--- src/rtl/alu_pkg.sv ---
// Shared opcode, FSM state and flag-index definitions for the multi-cycle ALU.
// Latency: n/a (types and constants only).
// Backpressure: n/a. Build macro ALU_MC_MUL_EN adds the MUL state.
package alu_pkg;

    // 4-bit opcode space; codes 10..15 are undefined and complete with err=1
    typedef enum logic [3:0] {
        OP_ADD   = 4'd0,
        OP_SUB   = 4'd1,
        OP_SHL   = 4'd2,
        OP_SHR   = 4'd3,
        OP_SAR   = 4'd4,
        OP_AND   = 4'd5,
        OP_OR    = 4'd6,
        OP_XOR   = 4'd7,
        OP_EQUAL = 4'd8,
        OP_MUL   = 4'd9
    } op_e;

`ifdef ALU_MC_MUL_EN
    typedef enum logic [1:0] {S_IDLE, S_SHIFT, S_MUL, S_DONE} state_e;
`else
    typedef enum logic [1:0] {S_IDLE, S_SHIFT, S_DONE} state_e;
`endif

    // bit positions inside the 4-bit flags word {Z, N, C, V}
    localparam int FLAG_Z = 3;
    localparam int FLAG_N = 2;
    localparam int FLAG_C = 1;
    localparam int FLAG_V = 0;

endpackage

--- src/rtl/alu_mc_if.sv ---
// Request/result bus of the multi-cycle ALU: valid/ready request in, valid/ready result out.
// Latency: n/a (wiring only).
// Backpressure: master holds request until in_ready; slave holds result until out_ready.
interface alu_mc_if #(parameter int WORD_SIZE = 16);
    logic                 in_valid;
    logic                 in_ready;
    logic [WORD_SIZE-1:0] a;
    logic [WORD_SIZE-1:0] b;
    logic [3:0]           op;
    logic                 out_valid;
    logic                 out_ready;
    logic [WORD_SIZE-1:0] result;
    logic [3:0]           flags;
    logic                 err;

    modport master (
        output in_valid, a, b, op, out_ready,
        input  in_ready, out_valid, result, flags, err
    );

    modport slave (
        input  in_valid, a, b, op, out_ready,
        output in_ready, out_valid, result, flags, err
    );
endinterface

--- src/rtl/alu_shifter.sv ---
// One-bit shift step (SHL / SHR / SAR) that also reports the bit shifted out.
// Latency: combinational; the caller registers the stepped value.
// Backpressure: none (pure function of its inputs).
module alu_shifter #(
    parameter int WORD_SIZE = 16
) (
    input  logic [WORD_SIZE-1:0] din,
    input  logic                 left,
    input  logic                 arith,
    output logic [WORD_SIZE-1:0] dout,
    output logic                 sout
);

    // left shifts drop the MSB; right shifts drop the LSB and fill with 0 or the sign
    always_comb begin
        if (left) begin
            dout = {din[WORD_SIZE-2:0], 1'b0};
            sout = din[WORD_SIZE-1];
        end else begin
            dout = {arith & din[WORD_SIZE-1], din[WORD_SIZE-1:1]};
            sout = din[0];
        end
    end

endmodule

--- src/rtl/alu_mc.sv ---
// Multi-cycle ALU: 1-cycle logic/arith ops, 1-bit-per-cycle shifts, optional shift-add MUL (ALU_MC_MUL_EN).
// Latency: 1 cycle; shifts max(n,1) with n=min(b,WORD_SIZE); MUL WORD_SIZE cycles; undefined ops 1.
// Backpressure: in_ready only in IDLE; result held in DONE until out_ready, no new request meanwhile.
module alu_mc
    import alu_pkg::*;
#(
    parameter int WORD_SIZE = 16
) (
    input  logic     clk,
    input  logic     rst_n,
    alu_mc_if.slave  bus
);

    localparam int CW = $clog2(WORD_SIZE + 1);

    function automatic logic [3:0] mk_flags(input logic [WORD_SIZE-1:0] r, input logic c, input logic v);
        logic [3:0] f;
        f         = '0;
        f[FLAG_Z] = (r == '0);
        f[FLAG_N] = r[WORD_SIZE-1];
        f[FLAG_C] = c;
        f[FLAG_V] = v;
        return f;
    endfunction

    state_e               state_q, state_d;
    logic [WORD_SIZE-1:0] res_q, res_d;
    logic [3:0]           flg_q, flg_d;
    logic                 err_q, err_d;
    logic [3:0]           op_q, op_d;
    logic [CW-1:0]        cnt_q, cnt_d;

    logic                 idle;
    logic [3:0]           cur_op;
    logic [WORD_SIZE-1:0] sh_in, sh_out;
    logic                 sh_bit;
    logic [CW-1:0]        n_cnt;
    logic [WORD_SIZE:0]   add_w, sub_w;
    logic                 add_v, sub_v;

    assign idle   = (state_q == S_IDLE);
    // the acceptance edge already performs the first shift step, so feed the live operand in IDLE
    assign cur_op = idle ? bus.op : op_q;
    assign sh_in  = idle ? bus.a  : res_q;
    assign n_cnt  = (bus.b > WORD_SIZE'(WORD_SIZE)) ? CW'(WORD_SIZE) : bus.b[CW-1:0];

    assign add_w = {1'b0, bus.a} + {1'b0, bus.b};
    assign sub_w = {1'b0, bus.a} - {1'b0, bus.b};
    assign add_v = (bus.a[WORD_SIZE-1] == bus.b[WORD_SIZE-1]) && (add_w[WORD_SIZE-1] != bus.a[WORD_SIZE-1]);
    assign sub_v = (bus.a[WORD_SIZE-1] != bus.b[WORD_SIZE-1]) && (sub_w[WORD_SIZE-1] != bus.a[WORD_SIZE-1]);

    alu_shifter #(.WORD_SIZE(WORD_SIZE)) u_shifter (
        .din   (sh_in),
        .left  (cur_op == OP_SHL),
        .arith (cur_op == OP_SAR),
        .dout  (sh_out),
        .sout  (sh_bit)
    );

`ifdef ALU_MC_MUL_EN
    // shift-add multiply: {hi, lo} starts as {0, b}; res_q doubles as the low half
    logic [WORD_SIZE-1:0] hi_q, hi_d, mc_q, mc_d;
    logic [WORD_SIZE-1:0] m_hi_in, m_lo_in, m_mc, m_hi_nx, m_lo_nx;
    logic [WORD_SIZE:0]   m_sum;

    assign m_hi_in = idle ? '0    : hi_q;
    assign m_lo_in = idle ? bus.b : res_q;
    assign m_mc    = idle ? bus.a : mc_q;
    assign m_sum   = {1'b0, m_hi_in} + (m_lo_in[0] ? {1'b0, m_mc} : '0);
    assign m_hi_nx = m_sum[WORD_SIZE:1];
    assign m_lo_nx = {m_sum[0], m_lo_in[WORD_SIZE-1:1]};
`endif

    assign bus.in_ready  = idle;
    assign bus.out_valid = (state_q == S_DONE);
    assign bus.result    = res_q;
    assign bus.flags     = flg_q;
    assign bus.err       = err_q;

    // next-state and datapath updates for every state
    always_comb begin
        state_d = state_q;
        res_d   = res_q;
        flg_d   = flg_q;
        err_d   = err_q;
        op_d    = op_q;
        cnt_d   = cnt_q;
`ifdef ALU_MC_MUL_EN
        hi_d    = hi_q;
        mc_d    = mc_q;
`endif
        case (state_q)
            S_IDLE: begin
                if (bus.in_valid) begin
                    op_d    = bus.op;
                    err_d   = 1'b0;
                    state_d = S_DONE;
                    case (bus.op)
                        OP_ADD: begin
                            res_d = add_w[WORD_SIZE-1:0];
                            flg_d = mk_flags(add_w[WORD_SIZE-1:0], add_w[WORD_SIZE], add_v);
                        end
                        OP_SUB: begin
                            res_d = sub_w[WORD_SIZE-1:0];
                            flg_d = mk_flags(sub_w[WORD_SIZE-1:0], sub_w[WORD_SIZE], sub_v);
                        end
                        OP_AND: begin
                            res_d = bus.a & bus.b;
                            flg_d = mk_flags(bus.a & bus.b, 1'b0, 1'b0);
                        end
                        OP_OR: begin
                            res_d = bus.a | bus.b;
                            flg_d = mk_flags(bus.a | bus.b, 1'b0, 1'b0);
                        end
                        OP_XOR: begin
                            res_d = bus.a ^ bus.b;
                            flg_d = mk_flags(bus.a ^ bus.b, 1'b0, 1'b0);
                        end
                        OP_EQUAL: begin
                            res_d = {{(WORD_SIZE-1){1'b0}}, (bus.a == bus.b)};
                            flg_d = mk_flags({{(WORD_SIZE-1){1'b0}}, (bus.a == bus.b)}, 1'b0, 1'b0);
                        end
                        OP_SHL, OP_SHR, OP_SAR: begin
                            if (n_cnt == 0) begin
                                res_d = bus.a;
                                flg_d = mk_flags(bus.a, 1'b0, 1'b0);
                            end else begin
                                res_d = sh_out;
                                flg_d = mk_flags(sh_out, sh_bit, 1'b0);
                                if (n_cnt != 1) begin
                                    cnt_d   = n_cnt - 1;
                                    state_d = S_SHIFT;
                                end
                            end
                        end
`ifdef ALU_MC_MUL_EN
                        OP_MUL: begin
                            hi_d    = m_hi_nx;
                            res_d   = m_lo_nx;
                            mc_d    = bus.a;
                            cnt_d   = CW'(WORD_SIZE - 1);
                            state_d = S_MUL;
                        end
`endif
                        default: begin
                            res_d = '0;
                            err_d = 1'b1;
                            flg_d = mk_flags('0, 1'b0, 1'b0);
                        end
                    endcase
                end
            end
            S_SHIFT: begin
                res_d = sh_out;
                cnt_d = cnt_q - 1;
                if (cnt_q == 1) begin
                    flg_d   = mk_flags(sh_out, sh_bit, 1'b0);
                    state_d = S_DONE;
                end
            end
`ifdef ALU_MC_MUL_EN
            S_MUL: begin
                hi_d  = m_hi_nx;
                res_d = m_lo_nx;
                cnt_d = cnt_q - 1;
                if (cnt_q == 1) begin
                    flg_d   = mk_flags(m_lo_nx, |m_hi_nx, 1'b0);
                    state_d = S_DONE;
                end
            end
`endif
            S_DONE: begin
                if (bus.out_ready) state_d = S_IDLE;
            end
            default: state_d = S_IDLE;
        endcase
    end

    // FSM state register; reset aborts any operation in flight
    always_ff @(posedge clk or negedge rst_n) begin
        if (!rst_n) state_q <= S_IDLE;
        else        state_q <= state_d;
    end

    // datapath registers: result, flags, err, captured opcode and step counter
    always_ff @(posedge clk or negedge rst_n) begin
        if (!rst_n) begin
            res_q <= '0;
            flg_q <= '0;
            err_q <= 1'b0;
            op_q  <= '0;
            cnt_q <= '0;
`ifdef ALU_MC_MUL_EN
            hi_q  <= '0;
            mc_q  <= '0;
`endif
        end else begin
            res_q <= res_d;
            flg_q <= flg_d;
            err_q <= err_d;
            op_q  <= op_d;
            cnt_q <= cnt_d;
`ifdef ALU_MC_MUL_EN
            hi_q  <= hi_d;
            mc_q  <= mc_d;
`endif
        end
    end

endmodule
--- src/flat_wrapper.sv ---
// flat-port wrapper written by rule: the top's interface ports become plain ports
module alu_mc_flat import alu_pkg::*;
#(
    parameter int WORD_SIZE = 16
)
  (clk, rst_n, bus_in_valid, bus_a, bus_b, bus_op, bus_out_ready, bus_in_ready, bus_out_valid, bus_result, bus_flags, bus_err);
  alu_mc_if #(.WORD_SIZE(WORD_SIZE)) bus_i ();
  input  logic clk;
  input  logic rst_n;
  input wire logic [$bits(bus_i.in_valid)-1:0] bus_in_valid;
  input wire logic [$bits(bus_i.a)-1:0] bus_a;
  input wire logic [$bits(bus_i.b)-1:0] bus_b;
  input wire logic [$bits(bus_i.op)-1:0] bus_op;
  input wire logic [$bits(bus_i.out_ready)-1:0] bus_out_ready;
  output wire logic [$bits(bus_i.in_ready)-1:0] bus_in_ready;
  output wire logic [$bits(bus_i.out_valid)-1:0] bus_out_valid;
  output wire logic [$bits(bus_i.result)-1:0] bus_result;
  output wire logic [$bits(bus_i.flags)-1:0] bus_flags;
  output wire logic [$bits(bus_i.err)-1:0] bus_err;
  assign bus_i.in_valid = bus_in_valid;
  assign bus_i.a = bus_a;
  assign bus_i.b = bus_b;
  assign bus_i.op = bus_op;
  assign bus_i.out_ready = bus_out_ready;
  assign bus_in_ready = bus_i.in_ready;
  assign bus_out_valid = bus_i.out_valid;
  assign bus_result = bus_i.result;
  assign bus_flags = bus_i.flags;
  assign bus_err = bus_i.err;
  alu_mc #(.WORD_SIZE(WORD_SIZE)) u_core (.clk(clk), .rst_n(rst_n), .bus(bus_i));
endmodule
--- config.mk ---
export PLATFORM = sky130hd
export DESIGN_NAME = alu_mc_flat
export DESIGN_NICKNAME = d
export VERILOG_FILES = /design/src/rtl/alu_pkg.sv /design/src/rtl/alu_mc_if.sv /design/src/rtl/alu_shifter.sv /design/src/rtl/alu_mc.sv /design/src/flat_wrapper.sv
export SDC_FILE = /design/constraint.sdc
export NUM_CORES = 1
export LEC_CHECK = 0
export BUFFER_PORTS_ARGS = -buffer_cell sky130_fd_sc_hd__buf_2
export CORE_ASPECT_RATIO = 1.75
export CORE_UTILIZATION = 50
export CTS_CLUSTER_SIZE = 30
export DETAILED_ROUTE_END_ITERATION = 6
export PLACE_DENSITY = 0.7
export SYNTH_ARGS = -nofsm -noshare
export SYNTH_HDL_FRONTEND = slang
export SYNTH_SLANG_ARGS = --single-unit
--- constraint.sdc ---
create_clock -name clk -period 7.8 [get_ports clk]
set_clock_uncertainty 0.1 [all_clocks]
set_input_delay 0.78 -clock clk [delete_from_list [all_inputs] [get_ports clk]]
set_output_delay 0.78 -clock clk [all_outputs]
set_load 0.01 [all_outputs]
==> flow_summary.json, run 1 <==
{
  "wirelength_um": 23300,
  "clock_sinks": 32,
  "cts.repair.resized": 0,
  "synth_edf_count": 0,
  "die-area_mm2": 0.0114,
  "synth_top_cells_by_count": "nor2_1, inv_1, a21oi_1",
  "ys_seq_elements": 32,
  "die_h_um": 140,
  "finalNetCount": 846,
  "vias": 6510,
  "start_util_pct": 51.3,
  "syn_nets": 811,
  "fmax_ghz": 0.247,
  "combPwrFrac_pct": 57.8,
  "setup_viol": 0,
  "viasPerCell": 7.39,
  "antenna_found_initial": 1,
  "finalCritPeriodShare_pct": 51.9,
  "internal_power_uw": 734,
  "p_sw_uw": 649,
  "syn_area_mm2": 0.00546,
  "synth_cell_type_count": 76,
  "ir_drop_uv": 251,
  "power_density_mw_per_mm2": 231,
  "dpl.cell_count": 873,
  "fin_area_mm2": 0.00600,
  "final_util_pct": 56.4,
  "power_frac_clock_pct": 18.1,
  "yosys.area_share.simple_pct": 21.7,
  "path_buf_inv": 1,
  "ys_seq_area_share_pct": 14.7,
  "first_pass_iters": 6,
  "cts-root-buf": "clkbuf_16",
  "wire_per_inst_um": 26.4,
  "crit_slowest_cell": "nor4_1",
  "cp-end-kind": "flop",
  "area_delta_synth_final_pct": 9.88,
  "worst_setup_hold_path_clk_slew_ns": 0.06,
  "crit_arrival_ns": 4.17,
  "instances_no_fill": 881,
  "diodes": 0,
  "tightest_slew_ns": 0.948,
  "ios": 63,
  "cp_max_fo": 6,
  "drv_cap": 0,
  "grt_pass1_wl_um": 34800,
  "max_stage_delay_ns": 0.68,
  "first_iter_violations": 731,
  "port_buffers": 62,
  "tritoncts": "done",
  "grt_max_degree": 33,
  "cts_setup_buffers": 0,
  "syn_area_per_cell_um2": 7.63,
  "synth-xor-area-share_pct": 2.25,
  "yosys.area_share.adder_pct": 13.1,
  "crit_chain": "buf_2, nor4_1, nand3_1, a21oi_1, nand2_1, ha_1, or2_2, a31o_2, nor3b_1, nor2_1, nor3_1, a21oi_1, nor2_1",
  "timing.hold.ws_ns": 0.394,
  "drive_above_1_share_pct": 15.3,
  "drv_slew": 0,
  "yosys_warnings": 0,
  "ant_nets": 0,
  "critical_path_class": "input pin to flop",
  "startpoint_type": "input pin",
  "power_switching_share_pct": 46.9,
  "synth_top_area_cell": "dfrtp_1",
  "p_leak_nw": 2.63,
  "synth_mux_area_share_pct": 11.4,
  "synth_compound_area_share_pct": 29.6,
  "cts_buffer_depth": 2,
  "layout_min_cycle_time_ns": 4.05,
  "cts_hold_buffers": 0,
  "cp_top_family": "simple AND/OR/NAND/NOR gates",
  "placement_rows": 50,
  "cts_max_level": 2,
  "numCtsBuffers": 5,
  "async_flop_share_pct": 100,
  "rsz0062_at_grt": "no",
  "seqPwrFrac_pct": 24.1,
  "place_area_mm2": 0.00581,
  "cp.required_ns": 7.92,
  "dpl.hpwl_um": 17700,
  "grt.total_usage_pct": 41.7,
  "drcViolationCount": 0,
  "finalSetupTns_ns": 0,
  "grt_pass1_vias": 6292,
  "core_mm2": 0.0106,
  "grt-ovfl-total": 0,
  "synth.area.top_cells": "dfrtp_1, ha_1, mux4_2, a21oi_1, nor2_1",
  "clk_latency_ns": 0.29,
  "hold_path.class": "flop to flop",
  "synth_top_family_by_area": "compound AO/OA/AOI/OAI gates",
  "die_x_um": 81.0,
  "place_congestion": 1.02,
  "status": "finished, final reports clean",
  "synthFlopType": "dfrtp_1",
  "slew_headroom_pct": 36.5,
  "hold_viol": 0,
  "syn_inst": 715,
  "synth_top_area_share_pct": 14.7,
  "synth_most_common_cell": "nor2_1"
}
==> tightest hold or removal path, stage by stage (launching register included) <==
cell,delay [ns]
dfrtp_1,0.33
nand2_1,0.05
nand3_1,0.07
==> cell families after synthesis <==
group | count (synthesis)
flip-flops | 32
AO/OA/AOI/OAI | 236
adder cells (fa/ha/maj) | 56
AND/OR/NAND/NOR | 234
XOR/XNOR | 14
buffers and inverters | 103
multiplexers | 40
==> layout by cell type (no fill, tap or decap), types with 6 or more instances in the layout <==
| cell type | netlist | layout |
|---|---|---|
| nand3_1 | 23 | 23 |
| nor4_1 | 14 | 14 |
| or3_1 | 8 | 8 |
| a2111oi_0 | 7 | 7 |
| a211oi_1 | 8 | 8 |
| nor2_1 | 66 | 66 |
| a22oi_1 | 27 | 27 |
| inv_1 | 62 | 62 |
| o211ai_1 | 11 | 11 |
| ha_1 | 54 | 54 |
| and3_1 | 10 | 10 |
| o21ai_0 | 44 | 44 |
| xnor2_1 | 13 | 13 |
| nand2b_1 | 13 | 13 |
| nand2_1 | 43 | 43 |
| buf_4 | 1 | 6 |
| mux2i_1 | 18 | 18 |
| mux4_2 | 17 | 17 |
| buf_2 | 1 | 62 |
| o21bai_1 | 7 | 7 |
| dfrtp_1 | 32 | 32 |
| o221ai_1 | 6 | 6 |
| o22ai_1 | 11 | 11 |
| nor3_1 | 19 | 19 |
| a21oi_1 | 55 | 55 |
| nand4_1 | 8 | 8 |
==> per-layer routing <==
layer,share of wire (%),track usage (%),wire (um),vias to the layer above
met1,34,45.9,7890,3058
met3,9.5,9.19,2210,168
met2,48,67.7,11100,512
met5,0.064,0,15,-
li1,-,-,-,2770
met4,8.9,31.8,2080,2
==> final timing paths <==
check | start | to | slack [ns] | depth (start not counted)
worst max-delay path | bus_b[14] | u_core.cnt_q[4] | 3.75 | 13
worst min-delay path | u_core.bus.flags[2] | u_core.bus.flags[2] | 0.39 | 2
worst max register to register | u_core.state_q[0] | u_core.bus.flags[3] | 3.84 | 8
worst min register to register | u_core.bus.flags[2] | u_core.bus.flags[2] | 0.39 | 2
max in group asynchronous | rst_n | u_core.cnt_q[3] | 6.64 | 1
min in group asynchronous | rst_n | u_core.bus.result[12] | 0.46 | 1
==> metrics by stage <==
stage / total power [mW] / setup slack (ns)
2_1_floorplan: 0.846 / 4.44
3_5_place_dp: 1.10 / 3.61
3_3_place_gp: 1.09 / 3.61
6_report: 1.38 / 3.75
5_1_grt: 1.45 / 3.54
4_1_cts: 1.35 / 3.90
==> layout make-up <==
type                       count  area, um2
timing repair buffer          68        355
tap                          130        163
inverter                      63        236
clock buffer                   7        153
multi-input combinational    580       4260
clock inverter                 1       30.0
fill                        1046       4640
sequential                    32        801
==> registers in the layout, summed over array words and instances (netlist names) <==
register and cells:
u_core.op_q 4, u_core.bus.flags 4, u_core.bus.result 16, u_core.cnt_q 5, u_core.bus.err 1, u_core.state_q 2
==> power groups by stage <==
stage	combinational, mW	sequential [mW]	clock, mW
2_1_floorplan	0.530	0.316	0
3_3_place_gp	0.766	0.325	0
3_5_place_dp	0.767	0.328	0
4_1_cts	0.777	0.325	0.251
5_1_grt	0.853	0.339	0.255
6_report	0.800	0.333	0.250
Power figures use the tool's default switching activity.
==> run 2, diff against run 1 <==
--- a/config.mk
+++ b/config.mk
@@ -10,7 +10,7 @@
 export CORE_UTILIZATION = 50
 export CTS_CLUSTER_SIZE = 30
 export DETAILED_ROUTE_END_ITERATION = 6
-export PLACE_DENSITY = 0.7
+export PLACE_DENSITY = 0.73
 export SYNTH_ARGS = -nofsm -noshare
 export SYNTH_HDL_FRONTEND = slang
 export SYNTH_SLANG_ARGS = --single-unit
==> constraint.sdc (replaced) <==
create_clock -name clk -period 3.63 [get_ports clk]
set_clock_uncertainty 0.1 [all_clocks]
set_input_delay 0.363 -clock clk [delete_from_list [all_inputs] [get_ports clk]]
set_output_delay 0.363 -clock clk [all_outputs]
set_load 0.01 [all_outputs]
==> run 2 against run 1 <==
  * Via count grew 1.9%
  * Sequential cell count is the same
  * Final area grew 5.5%
  * Die area is the same
  * Cell count grew 4.8%
  * Critical path type unchanged
  * Largest cell class unchanged
  * Largest power group unchanged
==> flow_summary.json, run 2 (synthesized netlist as in run 1, its figures left out) <==
{
  "status": "finished, final reports clean",
  "drv_cap": 0,
  "p_leak_nw": 2.84,
  "largest_reg_flops": 16,
  "cp-end-kind": "flop",
  "ir_drop_uv": 550,
  "internal_power_mw": 1.64,
  "p_sw_mw": 1.38,
  "path_buf_inv": 2,
  "setup_viol": 0,
  "critical_path_class": "input pin to flop",
  "cp_top_family": "compound AO/OA/AOI/OAI gates",
  "port_buffers": 62,
  "grt-ovfl-total": 0,
  "cp_max_fo": 5,
  "finalNetCount": 888,
  "crit_arrival_ns": 3.51,
  "first_pass_iters": 6,
  "tightest_slew_ns": 0.801,
  "numCtsBuffers": 5,
  "cts-root-buf": "clkbuf_16",
  "cts_buffer_depth": 2,
  "final_util_pct": 59.5,
  "slew_headroom_pct": 46.6,
  "first_iter_violations": 882,
  "area_delta_synth_final_pct": 16.0,
  "final_common_cell": "nor2_1",
  "wirelength_um": 22800,
  "ios": 63,
  "diodes": 0,
  "hold_path.class": "input pin to asynchronous set/reset pin",
  "clock_sinks": 32,
  "layout_min_cycle_time_ns": 3.46,
  "fmax_ghz": 0.289,
  "viasPerCell": 7.19,
  "placement_rows": 50,
  "vias": 6635,
  "grt_pass1_vias": 6612,
  "worst_setup_hold_path_clk_slew_ns": 0.06,
  "cts_hold_buffers": 0,
  "antenna_found_initial": 0,
  "clk_latency_ns": 0.29,
  "die-area_mm2": 0.0114,
  "start_util_pct": 51.3,
  "cts.repair.resized": 0,
  "finalCritPeriodShare_pct": 95.3,
  "dpl.hpwl_um": 18000,
  "drive_above_1_share_pct": 19.8,
  "die_h_um": 140,
  "dpl.cell_count": 915,
  "power_switching_share_pct": 45.8,
  "startpoint_type": "input pin",
  "combPwrFrac_pct": 59.1,
  "drcViolationCount": 0,
  "grt_pass1_wl_um": 35700,
  "power_frac_clock_pct": 17.4,
  "die_x_um": 81.0,
  "seqPwrFrac_pct": 23.5,
  "place_ws_ns": -0.121,
  "crit_slowest_cell": "a2111oi_0",
  "grt_max_degree": 33,
  "cts_setup_buffers": 0,
  "timing.hold.ws_ns": 0.0655,
  "worst_slack_ns": 0.170,
  "grt.total_usage_pct": 42.1,
  "max_stage_delay_ns": 0.63,
  "crit_chain": "buf_2, ha_1, fa_1, a211oi_1, o21bai_1, a31o_2, a21oi_1, xnor2_1, a2111oi_0, buf_4, o21ai_0",
  "place_congestion": 1.07,
  "most-common-layout-cells": "nor2_1, inv_1, buf_2, a21oi_1, ha_1",
  "hold_viol": 0,
  "rsz0062_at_grt": "no",
  "drv_slew": 0,
  "core_mm2": 0.0106,
  "cts_max_level": 2,
  "cp.required_ns": 3.68,
  "instances_no_fill": 923,
  "wire_per_inst_um": 24.7,
  "ant_nets": 0,
  "power_density_mw_per_mm2": 478,
  "tritoncts": "done"
}
[run 2: power by group through the flow]
stage	Sequential [mW]	Clock, mW	Combinational (mW)
detailed placement	0.693	0	1.73
global route	0.719	0.539	1.92
global placement	0.689	0	1.70
CTS	0.689	0.530	1.74
floorplan	0.678	0	1.14
finish	0.710	0.527	1.79
[run 2: layout make-up]
cell class	instances	area, um2
Fill cell	983	4310
Multi-Input combinational cell	580	4260
Sequential cell	32	801
Timing Repair Buffer	110	683
Inverter	63	236
Tap cell	130	163
Clock buffer	7	153
Clock inverter	1	30.0
[run 2: final timing paths]
path	startpoint	endpoint	slack (ns)	depth (start not counted)
setup / recovery	bus_a[0]	u_core.bus.result[10]	0.17	11
hold / removal	rst_n	u_core.bus.result[12]	0.07	1
setup reg to reg	u_core.state_q[1]	u_core.bus.flags[3]	0.41	8
hold reg to reg	u_core.bus.err	u_core.bus.err	0.40	2
max in group asynchronous	rst_n	u_core.bus.result[7]	2.85	1
min in group clk	bus_out_ready	u_core.state_q[1]	0.32	4
[run 2: through the flow]
step,power (mW),setup TNS (ns),instance area (um2)
finish,3.03,0,6330
global route,3.18,0,6330
CTS,2.96,0,6320
detailed placement,2.42,-0.269,6140
global placement,2.39,0,6140
floorplan,1.82,0,5460
[run 2: layer usage]
layer	up-vias	share of wire, %	track usage [%]
li1	2858	-	-
met1	3039	33	46.2
met2	559	49	69.1
met3	179	9.1	7.30
met4	0	9.1	33.6
met5	-	0	0
